**src/rtl/osc_sequencer.sv**
```systemverilog
// Step sequencer driving the shared oscillator: plays a programmable pattern of
// (freq, sel, rest) steps at a tempo counted in synchronized sample_clk ticks.
module osc_sequencer #(
    parameter int FREQ_BITS  = 12,
    parameter int STEP_BITS  = 4,
    parameter int TEMPO_BITS = 16
) (
    input  logic                  main_clk,
    input  logic                  reset,
    input  logic                  sample_clk,
    input  logic                  wr_en,
    input  logic [STEP_BITS-1:0]  wr_addr,
    input  logic [FREQ_BITS-1:0]  wr_freq,
    input  logic [1:0]            wr_sel,
    input  logic                  wr_rest,
    input  logic                  start,
    input  logic                  stop,
    input  logic                  loop_en,
    input  logic [STEP_BITS-1:0]  len,
    input  logic [TEMPO_BITS-1:0] tempo,
    output logic [FREQ_BITS-1:0]  freq,
    output logic [1:0]            sel,
    output logic                  gate,
    output logic                  osc_reset,
    output logic [STEP_BITS-1:0]  step,
    output logic                  busy,
    output logic                  done
);

    localparam int DEPTH   = 2 ** STEP_BITS;
    localparam int ENTRY_W = FREQ_BITS + 3;
    localparam logic [TEMPO_BITS-1:0] TEMPO_ONE = 1;
    localparam logic [STEP_BITS-1:0]  STEP_ONE  = 1;

    typedef enum logic [1:0] {
        IDLE,
        ARM,
        PLAY
    } state_t;

    state_t state, state_nxt;

    logic                  sclk_p0, sclk_p1, sclk_p2;
    logic                  tick;
    logic [ENTRY_W-1:0]    pattern [DEPTH];
    logic [TEMPO_BITS-1:0] cnt, cnt_nxt, tempo_last;
    logic                  load, finish, abort;
    logic [STEP_BITS-1:0]  load_addr;
    logic [FREQ_BITS-1:0]  ld_freq;
    logic [1:0]            ld_sel;
    logic                  ld_rest;

    // Stage boundary: two-flop synchronizer (p0, p1) plus edge-detect history (p2)
    always_ff @(posedge main_clk or negedge reset) begin
        if (!reset) begin
            sclk_p0 <= 1'b0;
            sclk_p1 <= 1'b0;
            sclk_p2 <= 1'b0;
        end else begin
            sclk_p0 <= sample_clk;
            sclk_p1 <= sclk_p0;
            sclk_p2 <= sclk_p1;
        end
    end

    assign tick = sclk_p1 & ~sclk_p2;

    always_ff @(posedge main_clk) begin
        if (wr_en) begin
            pattern[wr_addr] <= {wr_freq, wr_sel, wr_rest};
        end
    end

    assign {ld_freq, ld_sel, ld_rest} = pattern[load_addr];
    assign tempo_last = (tempo == '0) ? '0 : tempo - TEMPO_ONE;
    assign busy       = (state != IDLE);

    always_comb begin
        state_nxt = state;
        cnt_nxt   = cnt;
        load      = 1'b0;
        load_addr = step;
        finish    = 1'b0;
        abort     = 1'b0;
        case (state)
            IDLE: begin
                if (start && !stop) begin
                    state_nxt = ARM;
                end
            end
            ARM: begin
                if (stop) begin
                    state_nxt = IDLE;
                    abort     = 1'b1;
                end else if (tick) begin
                    state_nxt = PLAY;
                    cnt_nxt   = '0;
                    load      = 1'b1;
                    load_addr = '0;
                end
            end
            PLAY: begin
                if (stop) begin
                    state_nxt = IDLE;
                    abort     = 1'b1;
                end else if (tick) begin
                    if (cnt == tempo_last) begin
                        cnt_nxt = '0;
                        if (step != len) begin
                            load      = 1'b1;
                            load_addr = step + STEP_ONE;
                        end else if (loop_en) begin
                            load      = 1'b1;
                            load_addr = '0;
                        end else begin
                            state_nxt = IDLE;
                            finish    = 1'b1;
                        end
                    end else begin
                        cnt_nxt = cnt + TEMPO_ONE;
                    end
                end
            end
            default: begin
                state_nxt = IDLE;
            end
        endcase
    end

    always_ff @(posedge main_clk or negedge reset) begin
        if (!reset) begin
            state <= IDLE;
        end else begin
            state <= state_nxt;
        end
    end

    // Stage boundary: step load registers feeding the oscillator
    always_ff @(posedge main_clk or negedge reset) begin
        if (!reset) begin
            cnt       <= '0;
            freq      <= '0;
            sel       <= '0;
            gate      <= 1'b0;
            osc_reset <= 1'b1;
            step      <= '0;
            done      <= 1'b0;
        end else begin
            cnt  <= cnt_nxt;
            done <= finish;
            if (load) begin
                freq      <= ld_freq;
                sel       <= ld_sel;
                gate      <= ~ld_rest;
                step      <= load_addr;
                osc_reset <= 1'b0;
            end else if (finish || abort) begin
                // freq/sel deliberately hold so the oscillator sees no glitch
                gate      <= 1'b0;
                osc_reset <= 1'b1;
            end
        end
    end

endmodule

```
**config.mk**
```make
export PLATFORM = sky130hd
export DESIGN_NAME = osc_sequencer
export DESIGN_NICKNAME = d
export VERILOG_FILES = /design/src/rtl/osc_sequencer.sv
export SDC_FILE = /design/constraint.sdc
export NUM_CORES = 1
export LEC_CHECK = 0
export ABC_AREA = 1
export BUFFER_PORTS_ARGS = -buffer_cell sky130_fd_sc_hd__buf_4
export CAP_MARGIN = 20
export CORE_ASPECT_RATIO = 0.9
export CORE_MARGIN = 10
export CORE_UTILIZATION = 66
export CTS_BUF_LIST = sky130_fd_sc_hd__clkbuf_16
export DETAILED_ROUTE_END_ITERATION = 16
export GPL_TIMING_DRIVEN = 0
export PLACE_DENSITY = 0.82
export SLEW_MARGIN = 20
export SYNTH_ARGS = -nofsm -noshare
export SYNTH_HDL_FRONTEND = slang
export SYNTH_SLANG_ARGS = --single-unit
```
**constraint.sdc**
```tcl
create_clock -name main_clk -period 6 [get_ports main_clk]
set_input_delay 0.6 -clock main_clk [delete_from_list [all_inputs] [get_ports main_clk]]
set_output_delay 0.6 -clock main_clk [all_outputs]
set_load 0.05 [all_outputs]
```
==> results of run 1 <==
==> state kept, by name (all words and copies together) (netlist names) <==
signal,flops
cnt,16
done,1
freq,12
gate,1
osc_reset,1
pattern,240
sclk_p0,1
sclk_p1,1
sclk_p2,1
sel,2
state,2
step,4
==> cell usage after synthesis (2+ instances only) <==
cell type	n	area, um2
clkbuf_1	20	75.1
nand4_1	23	144
nor2_2	5	31.3
inv_2	4	15.0
o22ai_1	15	93.8
edfxtp_1	240	7210
o21ai_0	19	95.1
nand2_1	374	1400
buf_8	2	30.0
nor3_1	6	30.0
nand2_2	5	31.3
buf_6	11	124
nor2_1	67	251
o21ai_2	2	17.5
o211ai_1	6	45.0
xor2_1	15	131
o21bai_1	4	30.0
buf_4	5	37.5
dfrtp_1	41	1030
nand3b_1	32	240
inv_1	201	754
nor2_4	2	22.5
buf_2	29	145
and2_1	2	12.5
a21oi_1	5	25.0
ha_1	6	75.1
nand3_1	291	1460
nand3_2	2	20.0
==> power by group through the flow <==
| stage | logic (W) | registers [W] | clock network, W |
|---|---|---|---|
| after floorplan | 0.00239 | 0.00262 | 0 |
| after global placement | 0.00376 | 0.00244 | 0 |
| after detailed placement | 0.00386 | 0.00244 | 0 |
| after CTS | 0.00392 | 0.00240 | 0.00185 |
| after global routing | 0.00432 | 0.00242 | 0.00193 |
| final | 0.00401 | 0.00241 | 0.00185 |
==> routing by layer <==
metal / vias to the layer above / GRT usage [%] / routed length [um]
li1: 5071 / - / -
met1: 5163 / 39.5 / 15200
met2: 699 / 46.2 / 18100
met3: 125 / 4.75 / 4360
met4: 0 / 12.6 / 1860
met5: - / 0 / 0
==> cells by family after synthesis <==
family          after synthesis  synth area share (%)
buf+inv                     273                  8.63
fa+ha+maj                     6                 0.547
compound gates               56                  2.61
simple gates                817                  27.1
xor+xnor                     16                  1.02
flops                       282                  60.1
==> cells in the final DEF, fill, tap and decap left out, types with 2 or more instances in the layout <==
| cell | Yosys | final |
|---|---|---|
| a21oi_1 | 5 | 5 |
| and2_1 | 2 | 2 |
| buf_2 | 29 | 29 |
| buf_4 | 5 | 72 |
| buf_6 | 11 | 20 |
| buf_8 | 2 | 4 |
| bufinv_16 | 0 | 5 |
| clkbuf_1 | 20 | 20 |
| clkbuf_16 | 0 | 29 |
| clkinv_1 | 1 | 3 |
| clkinv_2 | 0 | 8 |
| clkinv_4 | 0 | 2 |
| clkinvlp_4 | 0 | 2 |
| dfrtp_1 | 41 | 41 |
| edfxtp_1 | 240 | 240 |
| ha_1 | 6 | 6 |
| inv_1 | 201 | 203 |
| inv_2 | 4 | 4 |
| nand2_1 | 374 | 374 |
| nand2_2 | 5 | 5 |
| nand3_1 | 291 | 291 |
| nand3_2 | 2 | 2 |
| nand3b_1 | 32 | 32 |
| nand4_1 | 23 | 23 |
| nor2_1 | 67 | 51 |
| nor2_2 | 5 | 21 |
| nor2_4 | 2 | 2 |
| nor3_1 | 6 | 6 |
| o211ai_1 | 6 | 6 |
| o21ai_0 | 19 | 19 |
| o21ai_2 | 2 | 2 |
| o21bai_1 | 4 | 4 |
| o22ai_1 | 15 | 15 |
| xor2_1 | 15 | 15 |
==> worst max path at each step <==
stage                       from             endpoint  slack (ns)  cells after the start
2_1_floorplan           tempo[0]  freq[2]$_DFFE_PN0P_        2.91                     23
3_3_place_gp            tempo[0]  freq[5]$_DFFE_PN0P_        1.63                     23
3_5_place_dp            tempo[0]  freq[5]$_DFFE_PN0P_        1.51                     23
4_1_cts                 tempo[0]  freq[1]$_DFFE_PN0P_        2.05                     23
5_1_grt        sclk_p1$_DFF_PN0_  freq[2]$_DFFE_PN0P_        1.69                     17
6_report                tempo[0]  freq[5]$_DFFE_PN0P_        1.92                     23
==> area by class of cell <==
class | instances | area (um2) | area share (%)
clock buffers | 29 | 726 | 4.62
well taps | 255 | 319 | 2.03
multi-input cells | 895 | 4330 | 27.6
inverters | 206 | 773 | 4.92
clock inverters | 23 | 251 | 1.60
plain buffers | 67 | 412 | 2.62
repair buffers | 78 | 634 | 4.04
flip-flops and latches | 282 | 8260 | 52.6
==> per-stage QoR <==
step,area (um2),total power [W],worst slack (ns),std cells
after floorplan,13700,0.00501,2.91,1450
after global placement,14600,0.00620,1.63,1772
after detailed placement,14700,0.00630,1.51,1783
after CTS,15700,0.00817,2.05,1835
after global routing,15700,0.00867,1.69,1835
final,15700,0.00828,1.92,1835
==> impl_results.md, run 1 <==
- CP arrival: 4.55 ns
- Antenna-violating nets left: 0
- Largest net degree at the start of global routing: 43
- H-tree depth: 1
- Die Area: about 27000 um2
- Capture point of the worst reg-to-reg path: freq[0]$_DFFE_PN0P_
- RSZ-0062 raised after global routing: false
- Via/cell ratio: 6.03
- Slew Limit Fails: 0
- Max cap viols: 0
- Vias in the first global route: between 10000 and 15000
- Crit path kind: in2reg
- Startpoint Class: primary input
- Clock share of power: around 22%
- Post-DR wirelength/cell: approximately 22 um
- Psw: about 0.0037 W
- Netlist Area Pre-Place: about 14000 um2
- Inserted Clock Buffers: 28
- Gr ovfl total: 0
- Syn_area_per_cell: 9.47 um2
- Initial antenna violation count: 0
- Core area: ~20000 um2
- Lkg Pwr: approximately 7 nW
- Sequential share of the synthesized area: 60.1%
- Initial DRC count: between 1000 and 1500
- Ys Warns: 0
- Worst-path clk slew: 0.07 ns
- N_diodes: 0
- Synth Instances: ~1500
- Pwr per Cell Area: 527 nW/um2
- Final setup viols: 0
- Hold Buf Count CTS: 0
- Net Sw Frac: 44.6%
- Synth Flop Type: edfxtp_1
- Final HPWL DP: around 27000 um
- Post-layout util: around 78%
- R2R setup slack: 2.06 ns
- Gr usage total: 29.3%
- Fin Hold WS: roughly 0.05 ns
- I/O Pins: approximately 70
- Critical Path RT: 6.47 ns
- Peak supply drop: ~390 uV
- Max Buffers Root-to-Sink: 3
- EDFF count, synth: 240
- Post-synth ARST share: between 10% and 20%
- Crit path max-delay family: simple AND/OR/NAND/NOR gates
- Max stage delay on crit path: 0.70 ns
- Hold Path Class: in2async
- Slowest cell on crit path: a21oi_1
- Status: completed
- FMAX: 245 MHz
- First-pass GRT wire length: between 50000 and 60000 um
- Num Clock Sinks: between 200 and 300
- Internal Dissipation: approximately 0.0046 W
- Synthesized flop and latch total: 282
- DRT Wirelength: approximately 40000 um
- Part of the power in registers: between 20 and 30%
- # rows: just under 50
- CP cell instances: buf_4 > inv_1 > ha_1 > nand2_2 > nor2_2 > nand2_4 > buf_2 > nand4_1 > nand2_1 > nor2_1 > nand2_1 > nor2_1 > nand3_1 > nand3_1 > o211ai_1 > a21oi_1 > buf_2 > nand3_1 > nand3_1 > nand3_1 > nand2_1 > nand2_1 > nand2_1
- Final hold viol count: 0
- Layout area overhead: 14.4%
- Die X: 172 um
- RePlAce Congestion: 0.934
- Post-CTS setup buffers: 0
- FF-to-FF Start: sclk_p2$_DFF_PN0_
- Clk_lat worst skew: roughly 0.54 ns
- Resize count post-CTS: 0
- DRC Markers: 0
- Post-Syn Nets: between 1500 and 2000
- Worst slew margin: approximately 40%
- CTS tree: done
- Worst r2r path cells: 16
- Buf/Inv on CP: 4
- Die Ht: 157 um
- Combinational power share: just under 50%
- Crit path capture type: register
- Fillers: roughly 1400
- Layout cells sized above 1: roughly 14%
- Initial Utilization: between 60 and 70%
- Final Critical Period: between 4 and 5 ns
- Final Net Count: 1610
- Post-Route Setup TNS: 0 ns
- Clk_skew: roughly 0.01 ns
- Final Cycle Share: between 60% and 70%
- Number of port buffers: 67
- Synth unique cells: 44
- Crit path max fanout: 10
- Root Driver: clkbuf_16
- Drt first pass iters: 7
- Via count: around 11000
- Slew @ Worst Pin: approximately 0.9 ns
Note: power is estimated with default switching activity, not from simulation.
==> inputs of run 2 (changes only) <==
- CORE_UTILIZATION: 66 -> 62
- PLACE_DENSITY: 0.82 -> 0.77
- clock period: 6 -> 3.9 ns (I/O delays scaled with it)
==> run 2 against run 1 <==
Against the previous run:
- first-iteration DRC count fell by 0.57%
- register-to-register slack got worse by 1.7 ns
- final area fell by 0.20%
- critical endpoint is now freq[11]$_DFFE_PN0P_
- largest cell class unchanged
==> impl_results.md, run 2 (synthesized netlist as in run 1, its figures left out) <==
- CP arrival: 4.09 ns (-0.46 ns)
- RSZ-0062 raised after global routing: false
- H-tree depth: 1 (unchanged)
- Hold_sp: wr_rest
- Clk_lat worst skew: 0.59 ns (+0.05 ns)
- Crit path max fanout: 10 (unchanged)
- Layout cells sized above 1: 13.0% (-0.61 points)
- Capture point of the worst reg-to-reg path: freq[7]$_DFFE_PN0P_
- Initial DRC count: 1394 (-0.57%)
- Crit path launch: tempo[0]
- Critical Path RT: 4.40 ns (-2.07 ns)
- Slew @ Worst Pin: 0.941 ns (+0.0394 ns)
- Vias in the first global route: 10100 (-4.9%)
- First-pass GRT wire length: 56700 um (-5.0%)
- Biggest regs: pattern x240, cnt x16, freq x12
- Via count: 10700 (-2.8%)
- RePlAce Congestion: 0.967 (+3.5%)
- Layout area overhead: 14.1%
- Final setup viols: 0 (unchanged)
- CTS tree: done
- Inserted Clock Buffers: 30 (+7.1%)
- Register Area: 8260 um2 (unchanged)
- Multi-input gate area: 4330 um2 (about the same)
- Crit path kind: in2reg
- Lkg Pwr: 6.80 nW (-0.43%)
- Post-DR wirelength/cell: 19.7 um (-8.4%)
- # rows: 51 (+4.1%)
- Slew Limit Fails: 0 (unchanged)
- R2R setup slack: 0.33 ns (-1.73 ns)
- Final Critical Period: 3.60 ns
- Max Buffers Root-to-Sink: 3 (unchanged)
- Initial antenna violation count: 0 (unchanged)
- Max stage delay on crit path: 0.60 ns (-0.10 ns)
- Pwr per Cell Area: 806 nW/um2 (+53%)
- Hold Path Class: in2reg
- Die X: 177 um (+2.8%)
- CP cell instances: buf_4 > inv_1 > ha_1 > nand2_2 > nor2_2 > nand2_4 > buf_2 > nand4_1 > nand2_1 > nor2_1 > nand2_1 > nor2_1 > nand3_1 > nand3_1 > o211ai_1 > a21oi_1 > buf_2 > nand3_1 > nand3_1 > nand3_1 > nand2_1 > nand2_1 > nand2_1
- FMAX: 278 MHz
- Largest register by flop count: pattern
- Slowest cell on crit path: a21oi_1
- FF-to-FF Start: sclk_p1$_DFF_PN0_
- Gr ovfl total: 0 (unchanged)
- Antenna-violating nets left: 0 (unchanged)
- Most common library cell in the layout ignoring fill and taps: nand2_1
- Worst slew margin: 37.2% (-2.6 points)
- Die Ht: 161 um (+2.8%)
- Drt first pass iters: 6 (-1)
- Status: completed
- N_diodes: 0 (unchanged)
- Hold path cells: 1
- Via/cell ratio: 5.75 (-4.5%)
- Core area: 21700 um2 (+7.2%)
- Final Cycle Share: between 90 and 100%
- DRC Markers: 0 (unchanged)
- Clk_skew: 0.0320 ns (+0.0222 ns)
- Number of port buffers: 67 (unchanged)
- Number of flip-flops in the largest register: 240 (unchanged)
- DRT Wirelength: 36800 um (-6.7%)
- Crit path capture type: register
- Largest net degree at the start of global routing: 43 (unchanged)
- Num Clock Sinks: 282 (unchanged)
- Fillers: 1625 (+20%)
- Startpoint Class: primary input
- Final Net Count: 1605 (-0.31%)
- Post-Route Setup TNS: 0 ns (unchanged)
- Worst r2r path cells: 17 (+1)
- Worst-path clk slew: 0.07 ns (about the same)
- Peak supply drop: 466 uV (+19%)
- Hold endpoint: pattern[14][0]$_DFFE_PP_
- Final hold viol count: 0 (unchanged)
- Most frequent cells in the layout: nand2_1 (374), nand3_1 (291), edfxtp_1 (240)
- Root Driver: clkbuf_16
- I/O Pins: 68 (unchanged)
- Post-layout util: 72.2% (-5.4 points)
- Die Area: 28500 um2 (+5.7%)
- Initial Utilization: 63.3% (-4.6 points)
- Final HPWL DP: 25900 um (-4.9%)
- Gr usage total: 25.5% (-3.8 points)
- Max cap viols: 0 (unchanged)
[run 2: area by class of cell]
type                       instances  area share, %
clock inverter                    26           1.48
buffer                            67           2.65
sequential                       282           52.7
inverter                         206           4.93
multi-input combinational        895           27.6
tap                              291           2.32
clock buffer                      30           4.79
timing repair buffer              71           3.48
[run 2: power breakdown]
part	switching, W	internal [W]
combinational	0.00426	0.00188
sequential	0.000184	0.00350
clock	0.00120	0.00161
[run 2: critical path: cells and delay by family]
kind	cells	cell delay [ns]
adder cells (fa/ha/maj)	1	0.25
AND/OR/NAND/NOR	16	1.87
AO/OA/AOI/OAI	2	0.70
buffers and inverters	4	0.87
[run 2: how the worst max path moves through the flow]
stage	end
3_5_place_dp	freq[11]$_DFFE_PN0P_
6_report	freq[11]$_DFFE_PN0P_
4_1_cts	freq[1]$_DFFE_PN0P_
5_1_grt	freq[4]$_DFFE_PN0P_
2_1_floorplan	freq[2]$_DFFE_PN0P_
3_3_place_gp	freq[11]$_DFFE_PN0P_
[run 2: layer usage]
layer	global-route usage, %	wire, um	vias to the layer above
met3	5.52	4200	67
met2	38.8	16400	565
met5	0	0	-
met1	36.3	15300	5057
li1	-	-	5060
met4	7.06	1010	0
[run 2: what timing repair did]
action / in CTS / in global routing
endpoints found under the setup margin: 1 / 15
hold buffers: 2 / 0
endpoints found under the hold margin: 42 / 0
setup buffers: 0 / 0
cloned: 0 / 0
gates resized for setup: 1 / 5
[run 2: metrics by stage]
step / instance area (um2) / cells / setup slack (ns) / hold WS (ns) / power [W]
global placement: 14600 / 1808 / -0.0688 / 0.354 / 0.00959
floorplan: 13700 / 1450 / 1.02 / 0.0944 / 0.00770
finish: 15700 / 1868 / 0.304 / 0.141 / 0.0126
CTS: 15700 / 1868 / 0.0278 / 0.121 / 0.0125
global route: 15700 / 1868 / 0.00223 / 0.139 / 0.0133
detailed placement: 14700 / 1810 / -0.140 / 0.358 / 0.00970
